===== config.mk =====
export PLATFORM = sky130hd
export DESIGN_NAME = norm_shift
export DESIGN_NICKNAME = d
export VERILOG_FILES = /design/src/rtl/norm_shift.sv
export SDC_FILE = /design/constraint.sdc
export NUM_CORES = 1
export LEC_CHECK = 0
export ABC_AREA = 1
export CAP_MARGIN = 40
export CELL_PAD_IN_SITES_DETAIL_PLACEMENT = 1
export CELL_PAD_IN_SITES_GLOBAL_PLACEMENT = 1
export CORE_ASPECT_RATIO = 1.75
export CORE_MARGIN = 8
export CORE_UTILIZATION = 40
export DETAILED_ROUTE_END_ITERATION = 6
export PLACE_DENSITY_LB_ADDON = 0.1
export SLEW_MARGIN = 25
export SYNTH_ARGS = -nofsm -noshare
export SYNTH_HDL_FRONTEND = slang
export SYNTH_SLANG_ARGS = --single-unit

===== constraint.sdc =====
create_clock -name clock -period 17.05 [get_ports clock]
set_clock_uncertainty 0.2 [all_clocks]
set_input_delay 2.5575 -clock clock [delete_from_list [all_inputs] [get_ports clock]]
set_output_delay 2.5575 -clock clock [all_outputs]
set_load 0.01 [all_outputs]

===== src/rtl/norm_shift.sv =====
// norm_shift: normalizing left shifter for the sfpu datapath.
// Moves the highest set bit of the mantissa to bit XLEN-1 and lowers the
// exponent by the same amount. The exponent stops at 0, and a result that
// stops there is flagged subnormal. Valid/ready handshake with full
// backpressure.
// Build option: define NORM_SHIFT_PIPE2_EN to add the stage A/B register.
// That build has a latency of 2. Without it, stage A feeds stage B
// combinationally and the latency is 1.
module norm_shift #(
    parameter int XLEN = 128,
    parameter int XLOG = 7,
    parameter int ELEN = 12
) (
    input  logic            clock,
    input  logic            reset,
    input  logic            in_valid,
    output logic            in_ready,
    input  logic [XLEN-1:0] in_mant,
    input  logic [XLOG-1:0] in_pos,
    input  logic            in_nz,
    input  logic [ELEN-1:0] in_exp,
    output logic            out_valid,
    input  logic            out_ready,
    output logic [XLEN-1:0] out_mant,
    output logic [ELEN-1:0] out_exp,
    output logic            out_zero,
    output logic            out_sub
);

    // Comparison width for shift amount versus exponent.
    localparam int CW   = (XLOG > ELEN) ? XLOG : ELEN;
    // Stage B shifts by the low LO_W bits; stage A shifts by the rest.
    localparam int LO_W = XLOG / 2;

    typedef enum logic {
        EMPTY = 1'b0,
        FULL  = 1'b1
    } stage_t;

    // Clamp when the exponent cannot absorb the full leading-zero count.
    function automatic logic clamp_needed(input logic [XLOG-1:0] shamt,
                                          input logic [ELEN-1:0] exp);
        return CW'(shamt) >= CW'(exp);
    endfunction

    // Actual shift: the leading-zero count, limited by the exponent.
    function automatic logic [XLOG-1:0] applied_shift(input logic [XLOG-1:0] shamt,
                                                      input logic [ELEN-1:0] exp,
                                                      input logic            clamp);
        return clamp ? XLOG'(exp) : shamt;
    endfunction

    // Exponent after normalization. It is forced to 0 when clamped or when
    // the mantissa is zero.
    function automatic logic [ELEN-1:0] adjust_exp(input logic [ELEN-1:0] exp,
                                                   input logic [XLOG-1:0] sh,
                                                   input logic            nz,
                                                   input logic            clamp);
        logic [CW-1:0] diff;
        diff = CW'(exp) - CW'(sh);
        return (nz && !clamp) ? diff[ELEN-1:0] : '0;
    endfunction

    // ---- stage A: shift decision and coarse shift ----
    logic [XLOG-1:0] shamt_p0;
    logic            clamp_p0;
    logic [XLOG-1:0] sh_p0;
    logic [XLOG-1:0] sh_hi_p0;
    logic [XLEN-1:0] mant_p0;

    assign shamt_p0 = ~in_pos;
    assign clamp_p0 = clamp_needed(shamt_p0, in_exp);
    assign sh_p0    = applied_shift(shamt_p0, in_exp, clamp_p0);
    assign sh_hi_p0 = {sh_p0[XLOG-1:LO_W], {LO_W{1'b0}}};
    assign mant_p0  = in_nz ? (in_mant << sh_hi_p0) : '0;

    // Signals that feed stage B: registers in the 2-stage build, wires otherwise.
    logic            vld_p1;
    logic [XLEN-1:0] mant_p1;
    logic [XLOG-1:0] sh_p1;
    logic [ELEN-1:0] exp_p1;
    logic            nz_p1;
    logic            clamp_p1;

    // Output stage control.
    stage_t state_b;
    stage_t state_b_next;
    logic   b_open;

    // Stage B can take a beat when it is empty or is draining this cycle.
    assign b_open = (state_b == EMPTY) || out_ready;

`ifdef NORM_SHIFT_PIPE2_EN
    // ---- stage A/B register ----
    stage_t state_a;
    stage_t state_a_next;
    logic   a_load;

    // in_ready depends on out_ready only, never on in_valid.
    assign in_ready = (state_a == EMPTY) || b_open;
    assign a_load   = in_valid && in_ready;
    assign vld_p1   = (state_a == FULL);

    // Stage A occupancy register.
    always_ff @(posedge clock) begin
        if (!reset) begin
            state_a <= EMPTY;
        end else begin
            state_a <= state_a_next;
        end
    end

    // Stage A next state: reload or empty whenever the slot is free to change.
    always_comb begin
        state_a_next = state_a;
        if (in_ready) begin
            state_a_next = in_valid ? FULL : EMPTY;
        end
    end

    // Stage A datapath capture on load only.
    always_ff @(posedge clock) begin
        if (a_load) begin
            mant_p1  <= mant_p0;
            sh_p1    <= sh_p0;
            exp_p1   <= in_exp;
            nz_p1    <= in_nz;
            clamp_p1 <= clamp_p0;
        end
    end
`else
    // Stage A flows straight into stage B.
    assign in_ready = b_open;
    assign vld_p1   = in_valid;
    assign mant_p1  = mant_p0;
    assign sh_p1    = sh_p0;
    assign exp_p1   = in_exp;
    assign nz_p1    = in_nz;
    assign clamp_p1 = clamp_p0;
`endif

    // ---- stage B: fine shift, exponent and flags ----
    logic [XLEN-1:0] mant_b;
    logic [ELEN-1:0] exp_b;
    logic            zero_b;
    logic            sub_b;
    logic            b_load;

    assign mant_b = mant_p1 << sh_p1[LO_W-1:0];
    assign exp_b  = adjust_exp(exp_p1, sh_p1, nz_p1, clamp_p1);
    assign zero_b = !nz_p1;
    assign sub_b  = nz_p1 && clamp_p1;
    assign b_load = vld_p1 && b_open;

    logic [XLEN-1:0] mant_p2;
    logic [ELEN-1:0] exp_p2;
    logic            zero_p2;
    logic            sub_p2;

    // Output stage occupancy register.
    always_ff @(posedge clock) begin
        if (!reset) begin
            state_b <= EMPTY;
        end else begin
            state_b <= state_b_next;
        end
    end

    // Output stage next state: take the upstream beat or go empty after a drain.
    always_comb begin
        state_b_next = state_b;
        if (b_open) begin
            state_b_next = vld_p1 ? FULL : EMPTY;
        end
    end

    // Output datapath capture on load only; it holds during a stall.
    always_ff @(posedge clock) begin
        if (b_load) begin
            mant_p2 <= mant_b;
            exp_p2  <= exp_b;
            zero_p2 <= zero_b;
            sub_p2  <= sub_b;
        end
    end

    // ---- outputs ----
    // Gating by valid makes the outputs read as 0 after reset, while the data
    // registers themselves stay unreset.
    assign out_valid = (state_b == FULL);
    assign out_mant  = out_valid ? mant_p2 : '0;
    assign out_exp   = out_valid ? exp_p2  : '0;
    assign out_zero  = out_valid && zero_p2;
    assign out_sub   = out_valid && sub_p2;

endmodule


# After elaboration in Yosys (flattened, before gate mapping)
# Cells that the tools add are included.
word_totals:
  ff_bits: 143
  latchBits: 0
  mem_bits_rw: 0
  mem_bits_ro: 0
  inputBits: 152
  out_inout_bits: 144
  word_cells: 24
  n_memories: 0
classes:
  add_sub_neg: 1
  multipliers: 0
  n_div: 0
  n_lt_le_gt_ge: 1
  n_eq_ne: 0
  shifts: 2
  muxes: 5
  bitwise_logic: 2
  reduce_logical: 8
ops:
  columns: ["operator", "n"]
  rows:
  - ["two-way mux 128 bit", 2]
  - ["left shift 128 x 3 -> 128 bit", 1]
  - ["left shift 128 x 7 -> 128 bit", 1]
  - [">= comparator 7 x 12 -> 1 bit", 1]
  - ["two-way mux 12 bit", 1]
  - ["subtractor 12 x 7 -> 12 bit", 1]
  - ["two-way mux 7 bit", 1]
  - ["inverter 7 bit", 1]
  - ["logical AND 1 bit", 5]
  - ["logical NOT 1 bit", 2]
  - ["logical OR 1 bit", 1]
  - ["two-way mux 1 bit", 1]
  - ["inverter 1 bit", 1]

# Logic depth before layout (Yosys ltp)
depth:
  ltp_word: 6
  mapped_depth: 23
  mapped_depth_nobuf: 22

# Worst setup path before layout
# OpenSTA, ideal clock, no wires.
synth_path:
  kind: "in2reg"
  startpoint: "input port in_valid"
  endpoint: "register exp_p2[0] (enable)"
  setup_ps: 691
  arrival_time_ps: 9427
  t_required_ps: 16159
  path_slack_ps: 6732
  path_stages: 2
  path_buffers: 0
  cell_sequence: "inv_1 -> a21oi_1"
synth_via:
  elab_chain_len: 1
synth_lines:
  columns: ["item", "line", "source"]
  rows:
  - ["start: declaration", "16", "input logic in_valid,"]
  - ["logical AND 1 bit", "153", "assign b_load = vld_p1 && b_open;"]
  - ["net b_load", "147", "logic b_load;"]
  - ["end signal: assignment", "181", "exp_p2 <= exp_b;"]
  - ["end: declaration", "156", "logic [ELEN-1:0] exp_p2;"]
# The timed path passes the listed nets, and every way through them passes these cells.
# A chain may end at the register's enable or synchronous reset.

# Worst setup path after layout
layout_path:
  startpoint: "input port in_exp[3]"
  endpoint: "register mant_p2[71], data pin"
layout_via:
  elab_chain_len: 5
layout_lines:
  columns: ["item", "line", "source"]
  rows:
  - ["start: declaration", "21", "input logic [ELEN-1:0] in_exp,"]
  - [">= comparator 7 x 12 -> 1 bit", "43", "return CW'(shamt) >= CW'(exp);"]
  - ["two-way mux 7 bit *", "50", "return clamp ? XLOG'(exp) : shamt;"]
  - ["left shift 128 x 7 -> 128 bit", "75", "assign mant_p0 = in_nz ? (in_mant << sh_hi_p0) : '0;"]
  - ["two-way mux 128 bit", "75", null]
  - ["left shift 128 x 3 -> 128 bit *", "149", "assign mant_b = mant_p1 << sh_p1[LO_W-1:0];"]
  - ["net mant_b[71]", "143", "logic [XLEN-1:0] mant_b;"]
  - ["end signal: assignment", "180", "mant_p2 <= mant_b;"]
  - ["end: declaration", "155", "logic [XLEN-1:0] mant_p2;"]
# Mark *: on every way through the listed nets, which the timed path passes. The rest lies on a longest branch.

==> metrics.md <==
| Metric | Value |
|---|---|
| Status | complete, no violations |
| Yosys warns | 0 |
| Placed Area | 19,600 um2 |
| Layout cell share with drive strength beyond 1 | 0.0328 |
| Logic pwr share | 0.397 |
| Routed vias/inst | 6.17 |
| Worst EP arrival | 7.94 ns |
| Routed len/inst | 26.9 um |
| Routed vias | 22.0k |
| Critical path startpoint | in_exp[3] |
| Commonest non-fill, non-tap cell in the layout | nand3_1 |
| Ys async rst share | 0 |
| P_leak | 10.2 nW |
| Die W | 170 um |
| Antenna violations before repair | 0 |
| Rows | 99 |
| Internal power | 0.000831 W |
| Sequential-to-total area share from yosys stat | 0.258 |
| RSZ-0062 raised after global routing | false |
| Worst skew pair latency | 0.45 ns |
| RR Endpoint | mant_p2[49] |
| Worst vdd rail ir drop | 0.0443 mV |
| Crit path max-delay cell type | buf_4 |
| Setup TNS after final layout | 0 ns |
| Area grow syn2layout | 22.5% |
| Placer congestion estimate | 1.06 |
| Total congestion overflow | 0 |
| CTS max path bufs | 2 |
| # port buffers | 295 |
| Vias in the first global route | 22.7k |
| Synth Flop Type | edfxtp_1 |
| Synthesized flop and latch total | 143 |
| Post-route ant nets | 0 |
| Hold Violations, Final | 0 |
| Setup bufs post-CTS | 0 |
| DR iter-0 viols | 2,373 |
| Synth area leader | nand3_1 |
| Post-synth cell types | 33 |
| CTS tree | yes |
| Worst Hold Class | flop to flop |
| Minimum clock period | 7.83 ns |
| Reg area | 4290 um2 |
| Power share of the clock group | 0.289 |
| Worst Path Max Fanout | 75 |
| Number of synthesized flops with an enable pin | 142 |
| Pre-antenna DRT Iters | 6 |
| Nets | 3,164 |
| RR Startpoint | out_valid |
| Syn Area/Cell | 5.80 um2 |
| Clock transition at path regs | 0.07 ns |
| Number of H-tree levels | 4 |
| Initial core utilization | 0.402 |
| Design Area, Final | 20,300 um2 |
| Gate Count Post-Synth | 2,865 |
| Total Routed Length | 96,000 um |
| Largest net degree at the start of global routing | 88 |
| Seq pwr share | 0.314 |
| Mapped cell area | 16,600 um2 |
| Post-cts resize count | 0 |
| Fill count | 5,723 |
| Fmax | 128 MHz |
| Final period util | 0.459 |
| Slowest stage delay, CP | 0.77 ns |
| Slew margin rel. | 0.399 |
| Slew @ Worst Pin | 0.898 ns |
| Critical-path cell list | clkdlybuf4s50_1, inv_1, ha_1, nand2_1, nor2_1, nor2_1, nand2_1, nand2_2, nand2_4, o21ai_4, buf_4, buf_4, nand4_1, a21oi_1, nand3_1, nand3_1, nand3_1, nand2_1 |
| Die Y | 286 um |
| Hpwl dp | 72,700 um |
| CP endpoint kind | flop |
| Worst reg-to-reg setup slack | 14.72 ns |
| Slew Viols, Final | 0 |
| Total global-route track usage | 0.389 |
| Core Area | 41,400 um2 |
| Most frequent cells in the layout | nand3_1, nand2_1, inv_1, clkdlybuf4s50_1, edfxtp_1 |
| CTS hold repair buffers | 0 |
| Critical path destination | mant_p2[71] |
| Area fraction of the dominant cell type after synthesis | 0.327 |
| Syn_nets | 3,027 |
| Worst setup path class | input pin to flop |
| Psw | 0.000590 W |
| Worst endpoint required time | 17.16 ns |
| Multi-input combinational cell area | 10,200 um2 |
| Total CTS buffers | 17 |
| Switch share | 0.415 |
| Cell depth of the worst flop-to-flop path | 4 |
| Worst Hold Launch | out_valid |
| Clk sinks | 143 |
| First-pass GRT wire length | 142,000 um |
| CP Launch Type | input pin |
| PD cells | 69.9 nW/um2 |
| Clock root buffer | clkbuf_16 |
| # DRC | 0 |
| Max-Cap Viols | 0 |
| Die area | 48,600 um2 |
| # IOs | 296 |
| Top post-synthesis cells by area | nand3_1, edfxtp_1, nand2_1 |
| Final setup fails | 0 |
-- area by class of cell --
type,instances,area share
antenna,1,0.000123
clock buffer,17,0.0209
clock inverter,15,0.00960
inverter,305,0.0564
multi-input combinational,2202,0.501
sequential,143,0.211
tap,555,0.0341
timing repair buffer,333,0.167
-- registers in the layout (all words and copies together) (netlist names) --
signal     cells
zero_p2        1
sub_p2         1
mant_p2      128
out_valid      1
exp_p2        12
-- Yosys cell counts (5+ instances only) --
cell / n
nand3_1: 1085
a21oi_1: 27
and2_1: 7
o21ai_1: 22
buf_1: 47
inv_1: 298
o21ai_0: 9
buf_2: 76
clkbuf_1: 60
nand2_1: 883
nor3_1: 5
nor2_1: 54
edfxtp_1: 142
buf_6: 7
nand4_1: 72
ha_1: 10
nand2_2: 7
inv_2: 6
buf_4: 25
-- worst min-delay path by stage --
stage / end / depth (start not counted)
after floorplan: out_valid / 4
after global placement: out_valid / 2
after detailed placement: out_valid / 2
after CTS: out_valid / 2
after global routing: out_valid / 2
final: out_valid / 2
-- cells by family after synthesis --
group | share of synthesized area
AOI/OAI and AO/OA | 0.0243
xor gates and xnor gates | 0.000527
adders and majority gates | 0.00753
buffers and inverters | 0.132
DFF | 0.258
muxes | 0.00181
and+or+nand+nor | 0.576
-- metrics by stage --
stage / worst slack [ns] / utilization / total power [W] / hold WS (ns) / std cells
6_report: 9.22 / 0.492 / 0.00142 / 0.632 / 3571
5_1_grt: 9.04 / 0.492 / 0.00147 / 0.710 / 3570
4_1_cts: 9.48 / 0.488 / 0.00140 / 0.646 / 3564
3_5_place_dp: 9.02 / 0.473 / 0.000991 / 0.636 / 3532
3_3_place_gp: 9.08 / 0.471 / 0.000968 / 0.587 / 3528
2_1_floorplan: 6.73 / - / 0.000766 / 0.768 / 2865
-- power groups by stage --
stage                     registers (W)  clock network, W  logic, W
after global routing           0.000448          0.000419  0.000602
final                          0.000446          0.000411  0.000564
after global placement         0.000451                 0  0.000518
after CTS                      0.000446          0.000410  0.000544
after detailed placement       0.000453                 0  0.000537
after floorplan                0.000448                 0  0.000317
-- per-layer routing --
metal | vias to the layer above | share of wire | wire (um) | GRT usage
met5 | - | 0 | 0 | 0
met4 | 0 | 0.099 | 9550 | 0.339
met3 | 362 | 0.074 | 7080 | 0.0805
met2 | 1239 | 0.49 | 47100 | 0.658
met1 | 10560 | 0.34 | 32300 | 0.401
li1 | 9865 | - | - | -
-- critical path: cells and delay by family --
kind / cells / cell delay (ns)
and+or+nand+nor: 11 / 1.77
buffers and inverters: 4 / 2.10
adders and majority gates: 1 / 0.32
AOI/OAI and AO/OA: 2 / 1.04
Note: power is estimated with default switching activity, not from simulation.
